$ cat config.mk
export PLATFORM = sky130hd
export DESIGN_NAME = var_unit
export DESIGN_NICKNAME = d
export VERILOG_FILES = /design/src/rtl/layernorm_pkg.sv /design/src/rtl/comp_square.sv /design/src/rtl/var_unit.sv
export SDC_FILE = /design/constraint.sdc
export NUM_CORES = 1
export LEC_CHECK = 0
export CAP_MARGIN = 20
export CORE_MARGIN = 1.5
export CORE_UTILIZATION = 59
export DETAILED_ROUTE_END_ITERATION = 12
export GPL_TIMING_DRIVEN = 0
export HOLD_SLACK_MARGIN = 0.1
export PLACE_DENSITY = 0.8
export SETUP_SLACK_MARGIN = 0.2
export SYNTH_ARGS = -nofsm -noshare
export SYNTH_HDL_FRONTEND = slang
export SYNTH_HIERARCHICAL = 1
export SYNTH_SLANG_ARGS = --single-unit
$ cat constraint.sdc
create_clock -name i_clk -period 7 [get_ports i_clk]
set_clock_uncertainty 0.2 [all_clocks]
set_input_delay 1.4 -clock i_clk [delete_from_list [all_inputs] [get_ports i_clk]]
set_output_delay 1.4 -clock i_clk [all_outputs]
set_load 0.03 [all_outputs]
$ cat src/rtl/layernorm_pkg.sv
// Shared widths and FSM state encoding for the layernorm statistics stages.
package layernorm_pkg;
    localparam int X_W     = 9;
    localparam int EX_W    = 8;
    localparam int ALPHA_W = 2;
    localparam int INV_N_W = 8;
    localparam int SQ_W    = 17;
    localparam int EX2_W   = 30;

    typedef enum logic [2:0] {
        ST_IDLE  = 3'd0,
        ST_ACC   = 3'd1,
        ST_WAIT  = 3'd2,
        ST_CALC1 = 3'd3,
        ST_CALC2 = 3'd4,
        ST_DONE  = 3'd5
    } var_state_e;
endpackage

$ cat src/rtl/comp_square.sv
// Compress-and-square datapath: arithmetic right shift by alpha, then square.
module comp_square
    import layernorm_pkg::*;
(
    input  logic signed [X_W-1:0]     i_x,
    input  logic        [ALPHA_W-1:0] i_alpha,
    output logic        [SQ_W-1:0]    o_sq
);

    logic signed [X_W-1:0]   xc_s;
    logic signed [2*X_W-1:0] sq_full_s;

    // Square is never negative and |-256|^2 = 65536 still fits in 17 bits.
    always_comb begin
        xc_s      = i_x >>> i_alpha;
        sq_full_s = (2*X_W)'(xc_s) * (2*X_W)'(xc_s);
        o_sq      = SQ_W'(sq_full_s);
    end

endmodule

$ cat src/rtl/var_unit.sv
// Variance stage: accumulates squared compressed samples, then E[x^2] - E[x]^2.
// Optional build macro VAR_UNIT_SAT_EN makes the accumulator saturate instead of wrap.
module var_unit
    import layernorm_pkg::*;
#(
    parameter int ACC_W = 24,
    parameter int OUT_W = 16
) (
    input  logic                      i_clk,
    input  logic                      i_rstn,
    input  logic                      i_valid,
    input  logic signed [X_W-1:0]     i_x,
    input  logic        [ALPHA_W-1:0] i_alpha,
    input  logic        [INV_N_W-1:0] i_inv_n,
    input  logic signed [EX_W-1:0]    i_Ex,
    input  logic                      i_Ex_done,
    output logic                      o_busy,
    output logic                      o_var_done,
    output logic        [OUT_W-1:0]   o_var,
    output logic                      o_ovf
);

    localparam logic [EX2_W-1:0] OUT_MAX = {{(EX2_W-OUT_W){1'b0}}, {OUT_W{1'b1}}};

    var_state_e                state_r;
    logic [ACC_W-1:0]          acc_r;
    logic                      ex_flag_r;
    logic signed [EX_W-1:0]    ex_r;
    logic [ALPHA_W-1:0]        alpha_r;
    logic [INV_N_W-1:0]        inv_n_r;
    logic [EX2_W-1:0]          ex2_r;
    logic [2*EX_W-1:0]         ex_sq_r;
    logic [EX2_W-1:0]          diff_r;

    logic [ALPHA_W-1:0]        alpha_sel_s;
    logic [SQ_W-1:0]           sq_s;
    logic [ACC_W-1:0]          acc_base_s;
    logic [ACC_W-1:0]          acc_next_s;
    logic                      acc_ovf_s;
    logic [ACC_W+INV_N_W-1:0]  prod_s;
    logic [EX2_W-1:0]          ex2_s;
    logic signed [2*EX_W-1:0]  ex_sq_s;
    logic [EX2_W-1:0]          diff_s;
    logic                      var_sat_s;

    comp_square u_comp_square (
        .i_x     (i_x),
        .i_alpha (alpha_sel_s),
        .o_sq    (sq_s)
    );

    // The first sample of a vector uses the live alpha and a zero accumulator base.
    always_comb begin
        if (state_r == ST_IDLE) begin
            alpha_sel_s = i_alpha;
            acc_base_s  = {ACC_W{1'b0}};
        end else begin
            alpha_sel_s = alpha_r;
            acc_base_s  = acc_r;
        end
    end

`ifdef VAR_UNIT_SAT_EN
    logic [ACC_W:0] sum_s;

    // Saturating accumulate: carry out clamps to all ones and flags overflow.
    always_comb begin
        sum_s = {1'b0, acc_base_s} + (ACC_W+1)'(sq_s);
        if (sum_s[ACC_W]) begin
            acc_next_s = {ACC_W{1'b1}};
            acc_ovf_s  = 1'b1;
        end else begin
            acc_next_s = sum_s[ACC_W-1:0];
            acc_ovf_s  = 1'b0;
        end
    end
`else
    // Wrapping accumulate: overflow is silently modulo 2^ACC_W.
    always_comb begin
        acc_next_s = acc_base_s + ACC_W'(sq_s);
        acc_ovf_s  = 1'b0;
    end
`endif

    // Post-accumulation arithmetic, all floored.
    always_comb begin
        prod_s    = (ACC_W+INV_N_W)'(acc_r) * (ACC_W+INV_N_W)'(inv_n_r);
        ex2_s     = EX2_W'((prod_s >> INV_N_W) << {alpha_r, 1'b0});
        ex_sq_s   = (2*EX_W)'(ex_r) * (2*EX_W)'(ex_r);
        if (ex2_r < EX2_W'(ex_sq_r)) begin
            diff_s = {EX2_W{1'b0}};
        end else begin
            diff_s = ex2_r - EX2_W'(ex_sq_r);
        end
        var_sat_s = (diff_r > OUT_MAX);
    end

    // Sequencer with registered status and result outputs.
    always_ff @(posedge i_clk or negedge i_rstn) begin
        if (!i_rstn) begin
            state_r    <= ST_IDLE;
            acc_r      <= {ACC_W{1'b0}};
            ex_flag_r  <= 1'b0;
            ex_r       <= {EX_W{1'b0}};
            alpha_r    <= {ALPHA_W{1'b0}};
            inv_n_r    <= {INV_N_W{1'b0}};
            ex2_r      <= {EX2_W{1'b0}};
            ex_sq_r    <= {(2*EX_W){1'b0}};
            diff_r     <= {EX2_W{1'b0}};
            o_busy     <= 1'b0;
            o_var_done <= 1'b0;
            o_var      <= {OUT_W{1'b0}};
            o_ovf      <= 1'b0;
        end else begin
            o_var_done <= 1'b0;
            case (state_r)
                ST_IDLE: begin
                    if (i_valid) begin
                        state_r   <= ST_ACC;
                        o_busy    <= 1'b1;
                        acc_r     <= acc_next_s;
                        ex_flag_r <= 1'b0;
                        o_ovf     <= acc_ovf_s;
                        alpha_r   <= i_alpha;
                        inv_n_r   <= i_inv_n;
                    end
                end
                ST_ACC: begin
                    if (i_valid) begin
                        acc_r <= acc_next_s;
                        if (acc_ovf_s) begin
                            o_ovf <= 1'b1;
                        end
                    end else begin
                        state_r <= ST_WAIT;
                    end
                    if (i_Ex_done) begin
                        ex_r      <= i_Ex;
                        ex_flag_r <= 1'b1;
                    end
                end
                ST_WAIT: begin
                    if (ex_flag_r || i_Ex_done) begin
                        state_r <= ST_CALC1;
                    end
                    if (i_Ex_done) begin
                        ex_r      <= i_Ex;
                        ex_flag_r <= 1'b1;
                    end
                end
                ST_CALC1: begin
                    ex2_r   <= ex2_s;
                    ex_sq_r <= $unsigned(ex_sq_s);
                    state_r <= ST_CALC2;
                end
                ST_CALC2: begin
                    diff_r  <= diff_s;
                    state_r <= ST_DONE;
                end
                ST_DONE: begin
                    o_var_done <= 1'b1;
                    o_busy     <= 1'b0;
                    state_r    <= ST_IDLE;
                    if (var_sat_s) begin
                        o_var <= {OUT_W{1'b1}};
                        o_ovf <= 1'b1;
                    end else begin
                        o_var <= diff_r[OUT_W-1:0];
                    end
                end
                default: begin
                    state_r <= ST_IDLE;
                    o_busy  <= 1'b0;
                end
            endcase
        end
    end

endmodule

==> flow_summary.json, run 1 <==
{
  "drt_iter0_markers": 1193,
  "violations": "setup timing",
  "fillers": 2272,
  "final_common_cell": "inv_1",
  "htree_levels": 4,
  "synth_top_area_share_pct": 25.4,
  "vias": 15100,
  "area_growth_pct": 15.0,
  "insertion_delay_ns": 0.45,
  "min_path_type": "reg2reg",
  "fin_tns_setup_ns": -7.78,
  "path_clk_slew_ns": 0.07,
  "io_pins": 50,
  "synthTopCellsByArea": "fa_1 25%, dfrtp_1 19%, ha_1 9.5%, inv_1 6.3%, and2_1 6.2%",
  "ys_warn_count": 6,
  "path_class": "reg2reg",
  "drive_above_1_share_pct": 12.7,
  "ys_seq_area_share_pct": 18.9,
  "netlist_instances": 2080,
  "fin_ws_ns": -0.905,
  "period_share_pct": 113,
  "relSlewSlack_pct": 44.8,
  "hold_ws_ns": 0.266,
  "cts_root_buf": "clkbuf_16",
  "final_cell_mix": "305 x inv_1, 251 x nand2_1, 228 x fa_1",
  "grt_pass1_wl_mm": 77.1,
  "synth_flop_cell": "dfrtp_1",
  "antenna_cells": 0,
  "drc": 0,
  "totalWireLength_mm": 47.0,
  "num_rows": 64,
  "core_area_sq_um": 30700,
  "synth_cell_types": 84,
  "fin_crit_ns": 7.91,
  "synth.cell_area_sq_um": 18500,
  "fmax_mhz": 127,
  "cts_tree": "yes",
  "fp.dieW_um": 180,
  "synth-seq-cells": 140,
  "avgSynthCellArea_sq_um": 8.90,
  "synth_nets": 2487,
  "dpl.hpwl_mm": 35.2,
  "grt_max_degree": 97,
  "cpPeakStageDelay_ns": 0.59,
  "antenna_found_initial": 0,
  "worst_pin_slew_ns": 0.828,
  "drv_cap": 0,
  "setup_viol": 14,
  "first_global_vias": 16000,
  "gr-total-overflow": 0,
  "reg2reg_slack_ns": -0.91,
  "viasPerCell": 5.81,
  "clockBufferDepth": 2,
  "rsz0062_at_grt": "yes",
  "critPathArrivalTime_ns": 8.00,
  "async_flop_share_pct": 100,
  "cts_sinks": 140,
  "hold_buffers": 0,
  "cts_made_buffers": 17,
  "drtPass1Iterations": 8,
  "port_buffers": 49,
  "critPathMaxFanout": 6,
  "initial_core_util_pct": 60.2,
  "die_h_um": 180,
  "required_ns": 7.10,
  "outcome": "finished with violations",
  "grt_usage_pct": 29.3,
  "drv_slew": 0,
  "synth-edff-count": 0,
  "gp_congestion": 0.956,
  "antenna_left": 0,
  "fin_nets": 2605,
  "start_kind": "register",
  "end_kind": "register",
  "synth_top_cell_by_area": "fa_1",
  "finalHoldViolCount": 0,
  "final_util_pct": 69.3,
  "wire_per_inst_um": 18.0,
  "critPathSlowestCell": "fa_2",
  "die-area_sq_um": 32500
}
==> kinds of logic (layout without fill, tap and decap cells) <==
group / count (synthesis) / in the layout / share of synthesized area, %
AOI/OAI and AO/OA: 325 / 325 / 11.2
xor gates and xnor gates: 98 / 98 / 4.74
adders and majority gates: 376 / 376 / 34.9
buffers and inverters: 404 / 535 / 8.56
DFF: 140 / 140 / 18.9
muxes: 50 / 50 / 3.07
other: 1 / 1 / 0.0202
and+or+nand+nor: 686 / 686 / 18.5
==> path summary, 6_finish.rpt <==
| kind | startpoint | end | cells past startpoint |
|---|---|---|---|
| setup / recovery | state_r[2]$_DFFE_PN0P_ | acc_r[16]$_DFFE_PN0P_ | 35 |
| hold / removal | o_var[0]$_DFFE_PN0P_ | o_var[0]$_DFFE_PN0P_ | 2 |
| setup reg to reg | state_r[2]$_DFFE_PN0P_ | acc_r[16]$_DFFE_PN0P_ | 35 |
| hold reg to reg | o_var[0]$_DFFE_PN0P_ | o_var[0]$_DFFE_PN0P_ | 2 |
| max in group asynchronous | i_rstn | diff_r[25]$_DFFE_PN0N_ | 2 |
| min in group asynchronous | i_rstn | acc_r[3]$_DFFE_PN0P_ | 1 |
==> Yosys cell counts (3+ instances only) <==
cell / number
clkbuf_1: 68
and3_1: 9
and2_1: 184
or4_1: 4
a211o_1: 4
a311o_1: 3
xnor2_1: 50
mux2i_1: 19
a211oi_1: 10
a21o_1: 17
nor3b_1: 4
fa_1: 235
o31ai_1: 12
a31oi_1: 8
dfrtp_1: 140
nand2_1: 264
or2_2: 6
inv_1: 311
inv_2: 5
o221ai_1: 6
nor2b_1: 17
o21bai_1: 6
o21ai_2: 4
and4_1: 3
nand3_1: 17
a21boi_0: 6
or3_1: 11
nand3b_1: 10
nor4_1: 8
buf_2: 7
xor2_1: 47
ha_1: 141
a21oi_1: 73
mux2_2: 26
o21a_1: 20
a22o_1: 9
o21ai_1: 4
nor3_1: 18
nor2_1: 90
o211ai_1: 7
buf_6: 5
nand2b_1: 20
buf_4: 4
o21ai_0: 105
nand4_1: 15
==> per-stage QoR <==
step	area, sq um	std cells	setup WS, ns
2_1_floorplan	18700	2080	-0.452
3_3_place_gp	19700	2525	-1.58
3_5_place_dp	19700	2527	-1.67
4_1_cts	21000	2595	-0.544
5_1_grt	21300	2607	-1.10
6_report	21300	2607	-0.905
==> registers in the layout, summed over array words and instances (netlist names) <==
register and cells:
state_r 3, o_busy 1, inv_n_r 8, ex2_r 30
diff_r 30, o_var 16, o_var_done 1, ex_sq_r 15
ex_r 8, acc_r 24, alpha_r 2, ex_flag_r 1
o_ovf 1
==> final cells by class <==
type	count	area, sq um	share of cell area, %
plain buffers	86	447	2.10
multi-input cells	1536	14100	66.4
flip-flops and latches	140	3510	16.5
repair buffers	99	922	4.33
clock inverters	13	134	0.629
inverters	318	1210	5.71
well taps	396	495	2.33
clock buffers	19	433	2.03
==> routing by layer <==
metal	global-route usage, %	wire (um)
met1	36.1	19300
met2	51.8	23400
met3	3.54	2330
met4	12.6	1970
met5	0	0
==> worst max-delay path: cells and delay by family (launching register included) <==
family	cells	cell delay, ns
fa+ha+maj	7	2.96
simple gates	10	1.52
compound gates	7	1.15
buf+inv	9	1.10
xor+xnor	2	0.46
flops	1	0.39
==> what timing repair did <==
item | 4_1_cts | 5_1_grt
endpoints found under the setup margin | 18 | 17
pin swaps | 57 | 31
resized for setup | 114 | 50
setup buffers | 36 | 12
Power of run 1 is not shown: default switching activity piles up to over one toggle a cycle in this logic, so the estimate is an artifact.
==> run 2: changes to the inputs <==
CORE_UTILIZATION = 35   (was 59)
CTS_CLUSTER_DIAMETER = 50   (was unset)
PLACE_DENSITY = unset   (was 0.8)
SYNTH_HIERARCHICAL = unset   (was 1)
==> flow_summary.json, run 2 <==
{
  "outcome": "finished with violations",
  "violations": "setup timing",
  "fp.dieW_um": 232,
  "htree_levels": 4,
  "area_growth_pct": 15.6,
  "synth_top_area_share_pct": 25.2,
  "cts_made_buffers": 17,
  "viasPerCell": 5.08,
  "cts_root_buf": "clkbuf_16",
  "die-area_sq_um": 53600,
  "drv_slew": 0,
  "final_common_cell": "nand2_1",
  "initial_core_util_pct": 35.5,
  "synth_nets": 2471,
  "dpl.hpwl_mm": 36.4,
  "fmax_mhz": 130,
  "regArea_sq_um": 3500,
  "fin_ws_ns": -0.682,
  "antenna_cells": 0,
  "largestRegisters": "diff_r x30, ex2_r x30, acc_r x24",
  "fin_tns_setup_ns": -5.78,
  "clockBufferDepth": 2,
  "path_clk_slew_ns": 0.07,
  "fillers": 5161,
  "netlist_instances": 2064,
  "cts_sinks": 140,
  "reg2reg_slack_ns": -0.58,
  "required_ns": 7.10,
  "final_cell_mix": "323 x nand2_1, 284 x inv_1, 228 x fa_1",
  "synth_cell_types": 88,
  "num_rows": 83,
  "drtPass1Iterations": 5,
  "place_ws_ns": -2.15,
  "cts_tree": "yes",
  "rr_endpoint": "acc_r[20]$_DFFE_PN0P_",
  "synth_top_cells_by_count": "329 x nand2_1, 293 x inv_1, 230 x fa_1",
  "met2WireLength_mm": 21.7,
  "setup.worst_path.end": "acc_r[20]$_DFFE_PN0P_",
  "wire_per_inst_um": 16.1,
  "fin_crit_ns": 7.68,
  "cpPeakStageDelay_ns": 0.53,
  "post-synth-top-count-cell": "nand2_1",
  "totalWireLength_mm": 46.3,
  "gp_congestion": 0.876,
  "r2r_cells": 32,
  "drt_iter0_markers": 889,
  "rsz0062_at_grt": "yes",
  "finalHoldViolCount": 0,
  "synth-edff-count": 0,
  "period_share_pct": 110,
  "start_kind": "primary input",
  "top_layer": "met5",
  "first_global_vias": 15000,
  "drv_cap": 0,
  "avgSynthCellArea_sq_um": 8.86,
  "critPathArrivalTime_ns": 7.78,
  "io_pins": 50,
  "fin_nets": 2596,
  "vias": 14600,
  "drive_above_1_share_pct": 10.2,
  "path_common_cell": "fa_1",
  "ys_seq_area_share_pct": 19.2,
  "min_path_type": "reg2reg",
  "final_cells": 2882,
  "synth.cell_area_sq_um": 18300,
  "dp_cells": 2794,
  "worst_pin_slew_ns": 1.06,
  "path_class": "in2reg",
  "insertion_delay_ns": 0.44,
  "setup_viol": 12,
  "critPathSlowestCell": "fa_1",
  "core_area_sq_um": 51500,
  "critPathMaxFanout": 4,
  "end_kind": "register",
  "multi_input_area_sq_um": 13700,
  "ys_warn_count": 0,
  "gr-total-overflow": 0,
  "grt_max_degree": 73,
  "synth_top_cell_by_area": "fa_1",
  "async_flop_share_pct": 100,
  "die_h_um": 232,
  "wl_met3_mm": 2.16,
  "synthTopCellsByArea": "fa_1 25%, dfrtp_1 19%, ha_1 10%, nand2_1 6.8%, inv_1 6.0%",
  "drc": 0,
  "wl_met1_mm": 22.0,
  "hold_buffers": 0,
  "rr_startpoint": "state_r[2]$_DFFE_PN0P_",
  "antenna_left": 0,
  "grt_pass1_wl_mm": 77.9,
  "grt_usage_pct": 18.0,
  "hold_ws_ns": 0.269,
  "antenna_found_initial": 3,
  "synth_flop_cell": "dfrtp_1",
  "port_buffers": 49,
  "synth-seq-cells": 140,
  "relSlewSlack_pct": 29.1,
  "cp-startpoint": "i_alpha[0]"
}
## run 2: cells by family (layout without fill, tap and decap cells)
logic type	Yosys count	after routing	synth area share, %
AND/OR/NAND/NOR	682	682	17.6
buffers and inverters	388	526	8.08
AO/OA/AOI/OAI	332	332	12.2
XOR/XNOR	89	89	4.30
multiplexers	57	57	3.56
flip-flops	140	140	19.2
adder cells (fa/ha/maj)	376	376	35.2
## run 2: how the worst min path moves through the flow
stage,end,slack [ns],cells past startpoint,startpoint
6_report,o_var[5]$_DFFE_PN0P_,0.27,2,o_var[5]$_DFFE_PN0P_
5_1_grt,o_var[1]$_DFFE_PN0P_,0.30,2,o_var[1]$_DFFE_PN0P_
4_1_cts,o_var[5]$_DFFE_PN0P_,0.27,2,o_var[5]$_DFFE_PN0P_
3_5_place_dp,o_var[5]$_DFFE_PN0P_,0.26,2,o_var[5]$_DFFE_PN0P_
3_3_place_gp,o_var[3]$_DFFE_PN0P_,0.26,2,o_var[3]$_DFFE_PN0P_
2_1_floorplan,diff_r[13]$_DFFE_PN0N_,0.24,2,diff_r[13]$_DFFE_PN0N_
## run 2: worst max-delay path, delay by kind of cell
kind / cells / cell delay (ns)
simple gates: 5 / 0.52
fa+ha+maj: 7 / 3.10
buf+inv: 7 / 0.61
compound gates: 10 / 1.60
mux: 3 / 0.53
## run 2: area by class of cell
type | count | area share (%)
Clock buffer | 20 | 2.11
Multi-Input combinational cell | 1536 | 64.8
Tap cell | 680 | 4.02
Buffer | 94 | 1.76
Inverter | 294 | 5.29
Sequential cell | 140 | 16.6
Clock inverter | 12 | 0.710
Timing Repair Buffer | 106 | 4.78
## run 2: stage by stage
| stage | util, % | area, sq um |
|---|---|---|
| after global placement | 38.3 | 19700 |
| after detailed placement | 38.4 | 19800 |
| final | 41.1 | 21100 |
| after CTS | 40.6 | 20900 |
| after global routing | 41.1 | 21100 |
| after floorplan | - | 18400 |
## run 2: layer usage
layer / vias to the layer above / track usage, %
met5: - / 0
met4: 4 / 3.45
met3: 34 / 2.94
met2: 298 / 29.1
met1: 7385 / 25.4
li1: 6927 / -
## run 2: timing repair
| action | CTS | global route |
|---|---|---|
| pin swaps | 38 | 41 |
| hold endpoints to repair | 0 | 0 |
| setup buffers | 45 | 11 |
| resized for setup | 61 | 39 |
| setup endpoints to repair | 18 | 15 |
Power of run 2 is left out for the same reason.
